===== src/rtl/load_use_ctrl_pkg.sv =====
// Shared types and defaults for the load-use suspend/flush controller.
// State encodings and the default data-RAM wait.
package load_use_ctrl_pkg;

  localparam int LOAD_LAT_DEF = 1;
  localparam int CNT_W_DEF    = 4;
  localparam int REG_W        = 5;

  typedef enum logic [1:0] {
    IDLE   = 2'd0,
    WAIT   = 2'd1,
    FINISH = 2'd2
  } lu_state_e;

  typedef logic [REG_W-1:0] reg_idx_t;

endpackage


===== src/rtl/load_use_ctrl_if.sv =====
// ID/EX hazard inputs and stall/flush outputs of the suspend controller.
// master = controller side, slave = pipeline side.
interface load_use_ctrl_if;
  import load_use_ctrl_pkg::*;

  reg_idx_t id_rR1;
  reg_idx_t id_rR2;
  logic     id_rR1_re;
  logic     id_rR2_re;
  reg_idx_t ex_wr;
  logic     ex_we;
  logic     ex_sel_ram;
  logic     ex_jump;

  logic pc_stall;
  logic if_id_stall;
  logic id_ex_stall;
  logic ex_mem_flush;
  logic if_id_flush;
  logic id_ex_flush;
  logic suspend_finish;
  logic busy;

  modport master (
    input  id_rR1, id_rR2,
    input  id_rR1_re, id_rR2_re,
    input  ex_wr, ex_we,
    input  ex_sel_ram, ex_jump,
    output pc_stall, if_id_stall,
    output id_ex_stall, ex_mem_flush,
    output if_id_flush, id_ex_flush,
    output suspend_finish, busy
  );

  modport slave (
    output id_rR1, id_rR2,
    output id_rR1_re, id_rR2_re,
    output ex_wr, ex_we,
    output ex_sel_ram, ex_jump,
    input  pc_stall, if_id_stall,
    input  id_ex_stall, ex_mem_flush,
    input  if_id_flush, id_ex_flush,
    input  suspend_finish, busy
  );

endinterface


===== src/rtl/lu_hazard_cmp.sv =====
// Combinational load-use comparator between the ID sources and EX load.
// x0 is never a hazard since it is hardwired to zero.
module lu_hazard_cmp
  import load_use_ctrl_pkg::*;
(
  input  reg_idx_t id_rR1,
  input  reg_idx_t id_rR2,
  input  logic     id_rR1_re,
  input  logic     id_rR2_re,
  input  reg_idx_t ex_wr,
  input  logic     ex_we,
  input  logic     ex_sel_ram,
  output logic     lu_hit
);

  logic ld_wr;
  logic m1;
  logic m2;

  assign ld_wr = ex_sel_ram & ex_we
               & (ex_wr != '0);
  assign m1 = id_rR1_re & (id_rR1 == ex_wr);
  assign m2 = id_rR2_re & (id_rR2 == ex_wr);
  assign lu_hit = ld_wr & (m1 | m2);

endmodule


===== src/rtl/load_use_ctrl.sv =====
// Load-use suspend FSM plus branch/jump flush generation.
// Stalls/flushes are combinational; finish/busy decode state only.
module load_use_ctrl
  import load_use_ctrl_pkg::*;
#(
  parameter int LOAD_LAT = LOAD_LAT_DEF,
  parameter int CNT_W    = CNT_W_DEF
) (
  input logic            cpu_clk,
  input logic            cpu_rstn,
  load_use_ctrl_if.master bus
);

  lu_state_e        state;
  logic [CNT_W-1:0] cnt;
  logic             lu_hit;
  logic             stall;
  logic             flush;

  lu_hazard_cmp u_cmp (
    .id_rR1     (bus.id_rR1),
    .id_rR2     (bus.id_rR2),
    .id_rR1_re  (bus.id_rR1_re),
    .id_rR2_re  (bus.id_rR2_re),
    .ex_wr      (bus.ex_wr),
    .ex_we      (bus.ex_we),
    .ex_sel_ram (bus.ex_sel_ram),
    .lu_hit     (lu_hit)
  );

  always_ff @(posedge cpu_clk or negedge cpu_rstn) begin
    if (!cpu_rstn) begin
      state <= IDLE;
      cnt   <= '0;
    end else begin
      unique case (state)
        IDLE: begin
          if (!bus.ex_jump && lu_hit) begin
            state <= WAIT;
            cnt   <= CNT_W'(LOAD_LAT);
          end
        end
        WAIT: begin
          cnt <= cnt - 1'b1;
          if (cnt == CNT_W'(1))
            state <= FINISH;
        end
        FINISH: begin
          state <= IDLE;
          cnt   <= '0;
        end
        default: begin
          state <= IDLE;
          cnt   <= '0;
        end
      endcase
    end
  end

  // Gated by reset so a held hazard cannot leak out while in reset.
  always_comb begin
    stall = 1'b0;
    flush = 1'b0;
    if (cpu_rstn) begin
      unique case (state)
        IDLE: begin
          if (bus.ex_jump)
            flush = 1'b1;
          else if (lu_hit)
            stall = 1'b1;
        end
        WAIT:    stall = 1'b1;
        default: ;
      endcase
    end
  end

  assign bus.pc_stall       = stall;
  assign bus.if_id_stall    = stall;
  assign bus.id_ex_stall    = stall;
  assign bus.ex_mem_flush   = stall;
  assign bus.if_id_flush    = flush;
  assign bus.id_ex_flush    = flush;
  assign bus.suspend_finish = (state == FINISH);
  assign bus.busy           = (state != IDLE);

endmodule

===== src/flat_wrapper.sv =====
// flat-port wrapper written by rule: the top's interface ports become plain ports
module load_use_ctrl_flat import load_use_ctrl_pkg::*;
#(
  parameter int LOAD_LAT = LOAD_LAT_DEF,
  parameter int CNT_W    = CNT_W_DEF
)
  (cpu_clk, cpu_rstn, bus_id_rR1, bus_id_rR2, bus_id_rR1_re, bus_id_rR2_re, bus_ex_wr, bus_ex_we, bus_ex_sel_ram, bus_ex_jump, bus_pc_stall, bus_if_id_stall, bus_id_ex_stall, bus_ex_mem_flush, bus_if_id_flush, bus_id_ex_flush, bus_suspend_finish, bus_busy);
  load_use_ctrl_if bus_i ();
  input logic cpu_clk;
  input logic cpu_rstn;
  input wire logic [$bits(bus_i.id_rR1)-1:0] bus_id_rR1;
  input wire logic [$bits(bus_i.id_rR2)-1:0] bus_id_rR2;
  input wire logic [$bits(bus_i.id_rR1_re)-1:0] bus_id_rR1_re;
  input wire logic [$bits(bus_i.id_rR2_re)-1:0] bus_id_rR2_re;
  input wire logic [$bits(bus_i.ex_wr)-1:0] bus_ex_wr;
  input wire logic [$bits(bus_i.ex_we)-1:0] bus_ex_we;
  input wire logic [$bits(bus_i.ex_sel_ram)-1:0] bus_ex_sel_ram;
  input wire logic [$bits(bus_i.ex_jump)-1:0] bus_ex_jump;
  output wire logic [$bits(bus_i.pc_stall)-1:0] bus_pc_stall;
  output wire logic [$bits(bus_i.if_id_stall)-1:0] bus_if_id_stall;
  output wire logic [$bits(bus_i.id_ex_stall)-1:0] bus_id_ex_stall;
  output wire logic [$bits(bus_i.ex_mem_flush)-1:0] bus_ex_mem_flush;
  output wire logic [$bits(bus_i.if_id_flush)-1:0] bus_if_id_flush;
  output wire logic [$bits(bus_i.id_ex_flush)-1:0] bus_id_ex_flush;
  output wire logic [$bits(bus_i.suspend_finish)-1:0] bus_suspend_finish;
  output wire logic [$bits(bus_i.busy)-1:0] bus_busy;
  assign bus_i.id_rR1 = bus_id_rR1;
  assign bus_i.id_rR2 = bus_id_rR2;
  assign bus_i.id_rR1_re = bus_id_rR1_re;
  assign bus_i.id_rR2_re = bus_id_rR2_re;
  assign bus_i.ex_wr = bus_ex_wr;
  assign bus_i.ex_we = bus_ex_we;
  assign bus_i.ex_sel_ram = bus_ex_sel_ram;
  assign bus_i.ex_jump = bus_ex_jump;
  assign bus_pc_stall = bus_i.pc_stall;
  assign bus_if_id_stall = bus_i.if_id_stall;
  assign bus_id_ex_stall = bus_i.id_ex_stall;
  assign bus_ex_mem_flush = bus_i.ex_mem_flush;
  assign bus_if_id_flush = bus_i.if_id_flush;
  assign bus_id_ex_flush = bus_i.id_ex_flush;
  assign bus_suspend_finish = bus_i.suspend_finish;
  assign bus_busy = bus_i.busy;
  load_use_ctrl #(.LOAD_LAT(LOAD_LAT), .CNT_W(CNT_W)) u_core (.cpu_clk(cpu_clk), .cpu_rstn(cpu_rstn), .bus(bus_i));
endmodule

===== config.mk =====
export PLATFORM = sky130hd
export DESIGN_NAME = load_use_ctrl_flat
export DESIGN_NICKNAME = d
export VERILOG_FILES = /design/src/rtl/load_use_ctrl_pkg.sv /design/src/rtl/load_use_ctrl_if.sv /design/src/rtl/lu_hazard_cmp.sv /design/src/rtl/load_use_ctrl.sv /design/src/flat_wrapper.sv
export SDC_FILE = /design/constraint.sdc
export NUM_CORES = 1
export LEC_CHECK = 0
export CORE_UTILIZATION = 37
export CTS_CLUSTER_DIAMETER = 150
export CTS_CLUSTER_SIZE = 12
export DETAILED_ROUTE_END_ITERATION = 12
export PLACE_DENSITY = 0.8
export SYNTH_ARGS = -nofsm -noshare
export SYNTH_HDL_FRONTEND = slang
export SYNTH_HIERARCHICAL = 1
export SYNTH_SLANG_ARGS = --single-unit

===== constraint.sdc =====
create_clock -name cpu_clk -period 2.7 [get_ports cpu_clk]
set_clock_uncertainty 0.2 [all_clocks]
set_input_delay 0.405 -clock cpu_clk [delete_from_list [all_inputs] [get_ports cpu_clk]]
set_output_delay 0.405 -clock cpu_clk [all_outputs]
set_load 0.1 [all_outputs]

* Yosys cells after proc, flatten, opt, wreduce, memory -nomap -nowiden
Index checks and enable logic that the tools add are counted.
** Word-level totals
- Bits in read-only memories :: 0
- Latch bits :: 0
- Bits of input ports :: 22
- Word-level logic and storage cells :: 34
- Bits in registers :: 6
- Memories kept :: 0
- Output and inout bits :: 8
- RAM bits :: 0
** Operators by class
- Magnitude comparators :: 0
- Bitwise logic cells :: 6
- Eq/ne operators :: 7
- Add/subtract/negate cells :: 1
- Reductions and logical operators :: 6
- Mux-type cells :: 12
- Multipliers :: 0
- Divide/modulo/power cells :: 0
- Shift-type cells :: 0
** Operator list (number)
- 5-bit == test :: 2
- 4-bit case mux with 2 select lines :: 1
- 1-bit two-way mux :: 6
- 1-bit AND :: 5
- 5-bit nonzero test :: 1
- 4-bit by 1-bit == test with 1-bit output (second input constant) :: 1
- 2-bit two-way mux :: 2
- 4-bit two-way mux :: 1
- 2-bit by 1-bit != test with 1-bit output (second input constant) :: 2
- 2-bit case mux with 2 select lines :: 1
- 4-bit by 1-bit subtractor with 4-bit output (second input constant) :: 1
- 2-bit by 1-bit == test with 1-bit output (second input constant) :: 1
- 2-bit == test (second input constant) :: 1
- 2-bit logical NOT :: 1
- 1-bit case mux with 2 select lines :: 1
- 2-bit AND reduction :: 1
- 2-bit nonzero test :: 1
- 1-bit logical AND :: 1
- 1-bit logical NOT :: 1
- 1-bit OR :: 1

* Logic depth before layout (Yosys ltp)
Gate-level depths: netlist of the first run.
- Depth in word-level cells :: 8
- Depth in mapped cells :: 8
- Mapped depth without buffers :: 7

* Hierarchy
Netlist of the first run, hierarchy kept.
** By module, submodules not included
- load_use_ctrl :: area each 406.6 µm², cells each 42, instances 1, seq. area each 150.1 µm²
- lu_hazard_cmp :: area each 135.1 µm², cells each 17, instances 1, seq. area each 0.0 µm²

* Least setup slack after synthesis of the first run
OpenSTA, ideal clock, no wires.
- Path type :: input port to output port
- Start :: in bus_id_rR1[0]
- End :: out bus_id_ex_stall
- Slack :: -0.992 ns
- Required time :: 2.095 ns
- Arrival :: 3.087 ns
- Stages :: 8
- Path buffers :: 1
- Cells stage by stage :: xor2_1 > nor4_1 > nand3_1 > a21oi_1 > nor2b_1 > nor2_1 > nor3b_2 > buf_4
** On the way
- Longest elaborated chain between the ends :: 8
** RTL lines
- start: declaration :: RTL line flat_wrapper.sv:11 : input wire logic [$bits(bus_i.id_rR1)-1:0] bus_id_rR1;
- 5-bit == test :: RTL line lu_hazard_cmp.sv:22 : assign m1 = id_rR1_re & (id_rR1 == ex_wr);
- 1-bit AND :: RTL line lu_hazard_cmp.sv:22
- 1-bit OR :: RTL line lu_hazard_cmp.sv:24 : assign lu_hit = ld_wr & (m1 | m2);
- 1-bit AND :: RTL line lu_hazard_cmp.sv:24
- via u_core.lu_hit :: RTL line load_use_ctrl.sv:16 : logic lu_hit;
- 1-bit two-way mux :: RTL line load_use_ctrl.sv:69 : else if (lu_hit)
- 1-bit two-way mux :: RTL line load_use_ctrl.sv:67 : if (bus.ex_jump)
- 1-bit case mux with 2 select lines :: RTL line load_use_ctrl.sv:65 : unique case (state)
- 1-bit two-way mux :: RTL line load_use_ctrl.sv:64 : if (cpu_rstn) begin
- end: declaration :: RTL line flat_wrapper.sv:21 : output wire logic [$bits(bus_i.id_ex_stall)-1:0] bus_id_ex_stall;
The timed path passes the listed nets, and every way through them passes these cells.

* Worst setup path after layout of the first run
- Start :: in bus_id_rR2[3]
- End :: out bus_pc_stall
** On the way
- Longest elaborated chain between the ends :: 8
** RTL lines
- start: declaration :: RTL line flat_wrapper.sv:12 : input wire logic [$bits(bus_i.id_rR2)-1:0] bus_id_rR2;
- 5-bit == test :: RTL line lu_hazard_cmp.sv:23 : assign m2 = id_rR2_re & (id_rR2 == ex_wr);
- 1-bit AND :: RTL line lu_hazard_cmp.sv:23
- 1-bit OR :: RTL line lu_hazard_cmp.sv:24
- 1-bit AND :: RTL line lu_hazard_cmp.sv:24
- via u_core.lu_hit :: RTL line load_use_ctrl.sv:16
- 1-bit two-way mux :: RTL line load_use_ctrl.sv:69
- 1-bit two-way mux :: RTL line load_use_ctrl.sv:67
- 1-bit case mux with 2 select lines :: RTL line load_use_ctrl.sv:65
- 1-bit two-way mux :: RTL line load_use_ctrl.sv:64
- end: declaration :: RTL line flat_wrapper.sv:19 : output wire logic [$bits(bus_i.pc_stall)-1:0] bus_pc_stall;
The timed path passes the listed nets, and every way through them passes these cells.

==> impl_metrics.yaml, run 1 <==
timing:
  slew_headroom: 0.664
  worst_pin_slew_ns: 0.505
  finalSetupViolCount: 0
  rsz0062_at_grt: "true"
  finalCriticalPeriod_ns: 2.70
  finalHoldViolCount: 0
  setup_ws_ns: 0.00419
  maxSlewViolCount: 0
  timing.final.crit_share: 0.998
  fmax_mhz: 371
worst_setup_path:
  rrSetupSlack_ns: 1.22
  worstPathMaxFanout: 2
  crit_path_end_kind: "output pin"
  r2r_end: "u_core/state[1]$_DFFE_PN0P_"
  setup.worst_path.start: "bus_id_rR2[3]"
  cp-start-kind: "primary input"
  cp_data_arrival_time_ns: 2.09
  r2r_start: "u_core/state[0]$_DFFE_PN0P_"
  ff2ff_path_depth: 3
  crit_type: "in2out"
  crit_required_ns: 2.10
hold_path:
  hp-class: "in2async"
clock_network:
  numClockSinks: 6
  htree_levels: 1
  holdBufCountCts: 0
  cts_buffers: 3
  cts_tree: "built"
  clock_latency_ns: 0.24
  cts_buffer_depth: 2
  root_buffer: "clkbuf_4"
  path_clk_slew_ns: 0.05
placed_design:
  gp_congestion: 0.763
  dpl.hpwl_mm: 1.10
  dpl.cell_count: 102
  place_ws_ns: -0.383
  portBuffers: 29
yosys:
  synthTopCellsByArea: "dfrtp_1 28%, xor2_1 15%, buf_4 6.9%"
  syn_inst: 59
  syn_avg_cell_area_sq_um: 9.18
  ys_ff_latch: 6
  synth_area_leader_cell: "dfrtp_1"
  yosys_warnings: 6
  seq_area_frac_synth: 0.277
  yosysUniqueCellTypes: 28
  syn-num-nets: 83
  syn-cell-area_sq_um: 542
  netlist.area_leader.share: 0.277
layout:
  final_cell_mix: "8 x buf_4, 7 x clkdlybuf4s50_1, 7 x xor2_1"
  diodes: 0
  drive_gt1_frac: 0.435
  final_nets: 118
  finish.utilization: 0.727
  final_common_cell: "buf_4"
  syn_to_final_growth_pct: 79.0
  fin_cells: 107
pwr:
  power_density_mw_per_mm2: 891
  power_uw: 864
  p_leak_uw: 0.000429
  ir_drop_mv: 0.485
drt:
  vias: 538
  wirelength_mm: 1.46
  wire_per_inst_um: 13.6
  vias_per_cell: 5.03
  drtIter0Drc: 3
  ant_nets: 0
  dr.pass1.iters: 4
  drcViolationCount: 0
grt:
  antenna_found_initial: 0
  grt_max_degree: 12
  grt_overflow_total: 0
  grt_pass1_wl_mm: 2.21
  grt.total_usage: 0.210
  grt_pass1_vias: 498
floorplanning:
  start_util: 0.406
  rows: 13
  ios: 30
  die-area_sq_mm: 0.00162
  coreArea_sq_mm: 0.00133
  die_w_um: 40.3
  die_h_um: 40.3
job:
  maxCapViolations: 0
outcome:
  status: "finished, final reports clean"
stage by stage:
step	cell area, sq um	hold WS (ns)	TNS, ns
after floorplan	599	-0.0906	-1.84
after global placement	921	0.332	-1.26
after detailed placement	921	0.343	-1.53
after CTS	947	0.143	0
after global routing	970	0.160	-0.383
final	970	0.153	0
power breakdown:
group	internal (uW)	switching, uW	total, uW
sequential	128	67.4	195
clock	50.3	32.6	82.9
combinational	239	347	586
total	417	447	864
sequential cells by signal (all words and copies together) (netlist names):
| register | count |
|---|---|
| u_core/cnt | 4 |
| u_core/state | 2 |
Yosys cell counts:
cell type / n
and3b_1: 1
nand3_1: 5
nand3b_1: 1
xor2_1: 9
nor3b_2: 1
nor3_1: 2
a21oi_1: 3
or4_1: 1
o211ai_2: 1
buf_4: 5
or2_1: 1
nor2b_2: 1
nand2b_1: 2
buf_2: 1
a211oi_1: 1
xnor2_1: 2
a31oi_1: 1
inv_2: 1
nor4_1: 2
nor2_1: 1
nor4bb_2: 1
ha_1: 2
nand2_1: 2
nor2b_1: 2
nor2b_4: 1
inv_1: 2
dfrtp_1: 6
nor3_2: 1
what timing repair did:
action                                  4_1_cts  5_1_grt
endpoints found under the setup margin        4        4
resized for setup                            39       13
setup buffers                                 2        0
pin swaps                                    10       12
hold endpoints to repair                      0        0
metal layers:
layer / track usage / wire length [um] / up-vias
met5: 0 / 0 / -
met4: 0.0500 / 6 / 0
met3: 0.0500 / 31 / 2
met2: 0.355 / 812 / 10
met1: 0.270 / 608 / 260
li1: - / - / 266
logic make-up after synthesis:
group / Yosys count / synth area share
adder cells (fa/ha/maj): 2 / 0.0462
flip-flops: 6 / 0.277
XOR/XNOR: 11 / 0.178
AND/OR/NAND/NOR: 25 / 0.323
buffers and inverters: 9 / 0.0993
AO/OA/AOI/OAI: 6 / 0.0762
critical path: stages:
cell             delay, ns
clkdlybuf4s15_1       0.18
xor2_1                0.14
nor4_1                0.24
nand3_1               0.13
a21oi_2               0.18
nor2b_4               0.19
nor2_4                0.05
nor3b_4               0.25
buf_6                 0.15
buf_12                0.16
worst max path at each step:
stage | endpoint
CTS | bus_pc_stall
floorplan | bus_id_ex_stall
global placement | bus_pc_stall
detailed placement | bus_pc_stall
global route | bus_if_id_stall
finish | bus_pc_stall
layout make-up:
| type | instances | area, sq um |
|---|---|---|
| flip-flops and latches | 6 | 150 |
| clock buffers | 3 | 22.5 |
| repair buffers | 36 | 374 |
| fillers | 98 | 364 |
| inverters | 3 | 11.3 |
| multi-input cells | 44 | 393 |
| well taps | 15 | 18.8 |
(Power assumes the default switching activity.)
==> run 2, diff against run 1 <==
Settings changed: CORE_UTILIZATION 37 to 40, PLACE_DENSITY 0.8 to 0.86, RECOVER_POWER set to 50.
Clock period 2.7 ns to 3.2 ns, I/O delays scaled along.
==> run 2 against run 1 <==
Worst hold slack better by 0.21 ns; clock power down 11%; clock-buffer cell count unchanged; via count down 1.3%; register-to-register slack better by 0.51 ns.
==> impl_metrics.yaml, run 2 (synthesis results as in run 1) <==
timing:
  finalCriticalPeriod_ns: 3.09
  fin_hold_ws_ns: 0.362
  finalHoldViolCount: 0
  slew_headroom: 0.229
  finalSetupViolCount: 0
  rsz0062_at_grt: "false"
  timing.final.crit_share: 0.965
  fmax_mhz: 324
  maxSlewViolCount: 0
  worst_pin_slew_ns: 1.16
worst_setup_path:
  critPathBufInv: 3
  crit_type: "in2out"
  max_stage_delay_ns: 0.42
  endpoint: "bus_if_id_stall"
  cp-start-kind: "primary input"
  setup.worst_path.start: "bus_id_rR1[1]"
  r2r_end: "u_core/state[1]$_DFFE_PN0P_"
  rrSetupSlack_ns: 1.73
  cp_common_cell: "buf_12"
  crit_required_ns: 2.52
  worst-path-stages: 10
  cp_data_arrival_time_ns: 2.41
  worstPathMaxFanout: 4
  cp_slowest_cell: "clkdlybuf4s50_1"
  r2r_start: "u_core/state[0]$_DFFE_PN0P_"
  crit_path_end_kind: "output pin"
  ff2ff_path_depth: 3
  path_cells: "clkdlybuf4s50_1 > xor2_1 > nor4_1 > nand3_1 > a21oi_2 > nor2b_4 > nor2_4 > nor3b_4 > buf_12 > buf_12"
  crit_family: "simple AND/OR/NAND/NOR gates"
layout:
  final_common_cell: "clkdlybuf4s50_1"
  drive_gt1_frac: 0.247
  syn_to_final_growth_pct: 78.1
  fillCellCount: 81
  largest_reg_flops: 4
  largest-register: "u_core/cnt"
  final_area_sq_um: 965
  finish.utilization: 0.813
  final_cell_mix: "11 x clkdlybuf4s50_1, 9 x xor2_1, 7 x dlymetal6s2s_1, 7 x buf_12, 6 x dfrtp_1"
  diodes: 0
  fin_cells: 103
  reg_top3: "u_core/cnt x4, u_core/state x2"
  final_nets: 115
clock_network:
  cts_buffers: 3
  clock_latency_ns: 0.25
  cts_tree: "built"
  root_buffer: "clkbuf_4"
  path_clk_slew_ns: 0.04
  cts_buffer_depth: 2
  htree_levels: 1
  numClockSinks: 6
drt:
  vias: 531
  drcViolationCount: 0
  drtIter0Drc: 18
  vias_per_cell: 5.16
  wirelength_mm: 1.42
  dr.pass1.iters: 4
  ant_nets: 0
  wire_per_inst_um: 13.8
grt:
  grt_pass1_vias: 527
  grt-busiest-layer: "met2"
  use_met1: 0.275
  grt.total_usage: 0.238
  grt_pass1_wl_mm: 2.31
  globalRouteMet3Util: 0.0520
  grt_overflow_total: 0
  grt_max_degree: 12
  met2_usage: 0.392
  antenna_found_initial: 0
floorplanning:
  die_h_um: 38.8
  die_w_um: 38.8
  die-area_sq_mm: 0.00151
  start_util: 0.457
  rows: 12
  ios: 30
  coreArea_sq_mm: 0.00119
job:
  maxCapViolations: 0
placed_design:
  gp_congestion: 0.830
  dpl.hpwl_mm: 1.18
  placed_cell_area_sq_um: 912
  portBuffers: 29
  dpl.cell_count: 99
pwr:
  ir_drop_mv: 0.367
  power_density_mw_per_mm2: 730
  p_leak_uw: 0.000456
  power_uw: 705
hold_path:
  hp-class: "reg2reg"
outcome:
  status: "finished, final reports clean"
==> run 2: changes by cell type in the layout (fill, tap and decap cells not counted), sizes merged <==
cell	delta
dlygate4sd3	+1
clkbuf	-1
clkdlybuf4s15	-3
dlygate4sd2	+1
dlymetal6s2s	+6
buf	-11
clkdlybuf4s50	+4
==> run 2: worst min path at each step <==
stage                                         start                     endpoint  depth (start not counted)
final                     u_core/cnt[0]$_DFFE_PN0P_    u_core/cnt[0]$_DFFE_PN0P_                          1
after global routing                       cpu_rstn    u_core/cnt[3]$_DFFE_PN0P_                          1
after CTS                                  cpu_rstn  u_core/state[0]$_DFFE_PN0P_                          1
after detailed placement  u_core/cnt[0]$_DFFE_PN0P_    u_core/cnt[0]$_DFFE_PN0P_                          1
after global placement    u_core/cnt[0]$_DFFE_PN0P_    u_core/cnt[0]$_DFFE_PN0P_                          1
after floorplan                            cpu_rstn    u_core/cnt[0]$_DFFE_PN0P_                          0
==> run 2: routing by layer <==
metal	routed length, um	up-vias
met2	731	21
met3	56	7
met1	588	243
met5	0	-
li1	-	260
met4	43	0
==> run 2: layout make-up <==
class	count	area [sq um]	share of cell area
inverter	3	11.3	0.0117
multi-input combinational	44	364	0.377
sequential	6	150	0.156
tap	14	17.5	0.0182
timing repair buffer	33	399	0.414
clock buffer	3	22.5	0.0233
==> run 2: worst register-to-register path: cells and delay by family (launching register included) <==
family           cells  cell delay, ns
flip-flops           1            0.62
AND/OR/NAND/NOR      3            0.58
==> run 2: timing repair <==
action / in CTS / in global routing
buffers inserted: 0 / 1
gates cloned: 0 / 0
hold buffers: 0 / 0
resized for setup: 6 / 8
setup endpoints to repair: 4 / 4
pin swaps: 4 / 7
==> run 2: power by group <==
group	leakage, uW	total [uW]	internal [uW]	switching (uW)
Combinational	0.000366	466	179	287
Clock	0.0000138	73.9	42.7	31.2
Sequential	0.0000764	164	108	56.8
Total	0.000456	705	329	375
==> run 2: through the flow <==
stage	worst slack (ns)	setup TNS, ns
2_1_floorplan	-0.207	-0.620
3_3_place_gp	-0.0660	-0.263
3_5_place_dp	-0.123	-0.486
4_1_cts	0.00393	0
5_1_grt	0.0152	0
6_report	0.111	0
==> run 3, diff against run 2 <==
Settings changed: SLEW_MARGIN set to 20.
==> results of run 3 <==
No change in the layout: final DEF, timing and power equal those of run 2.
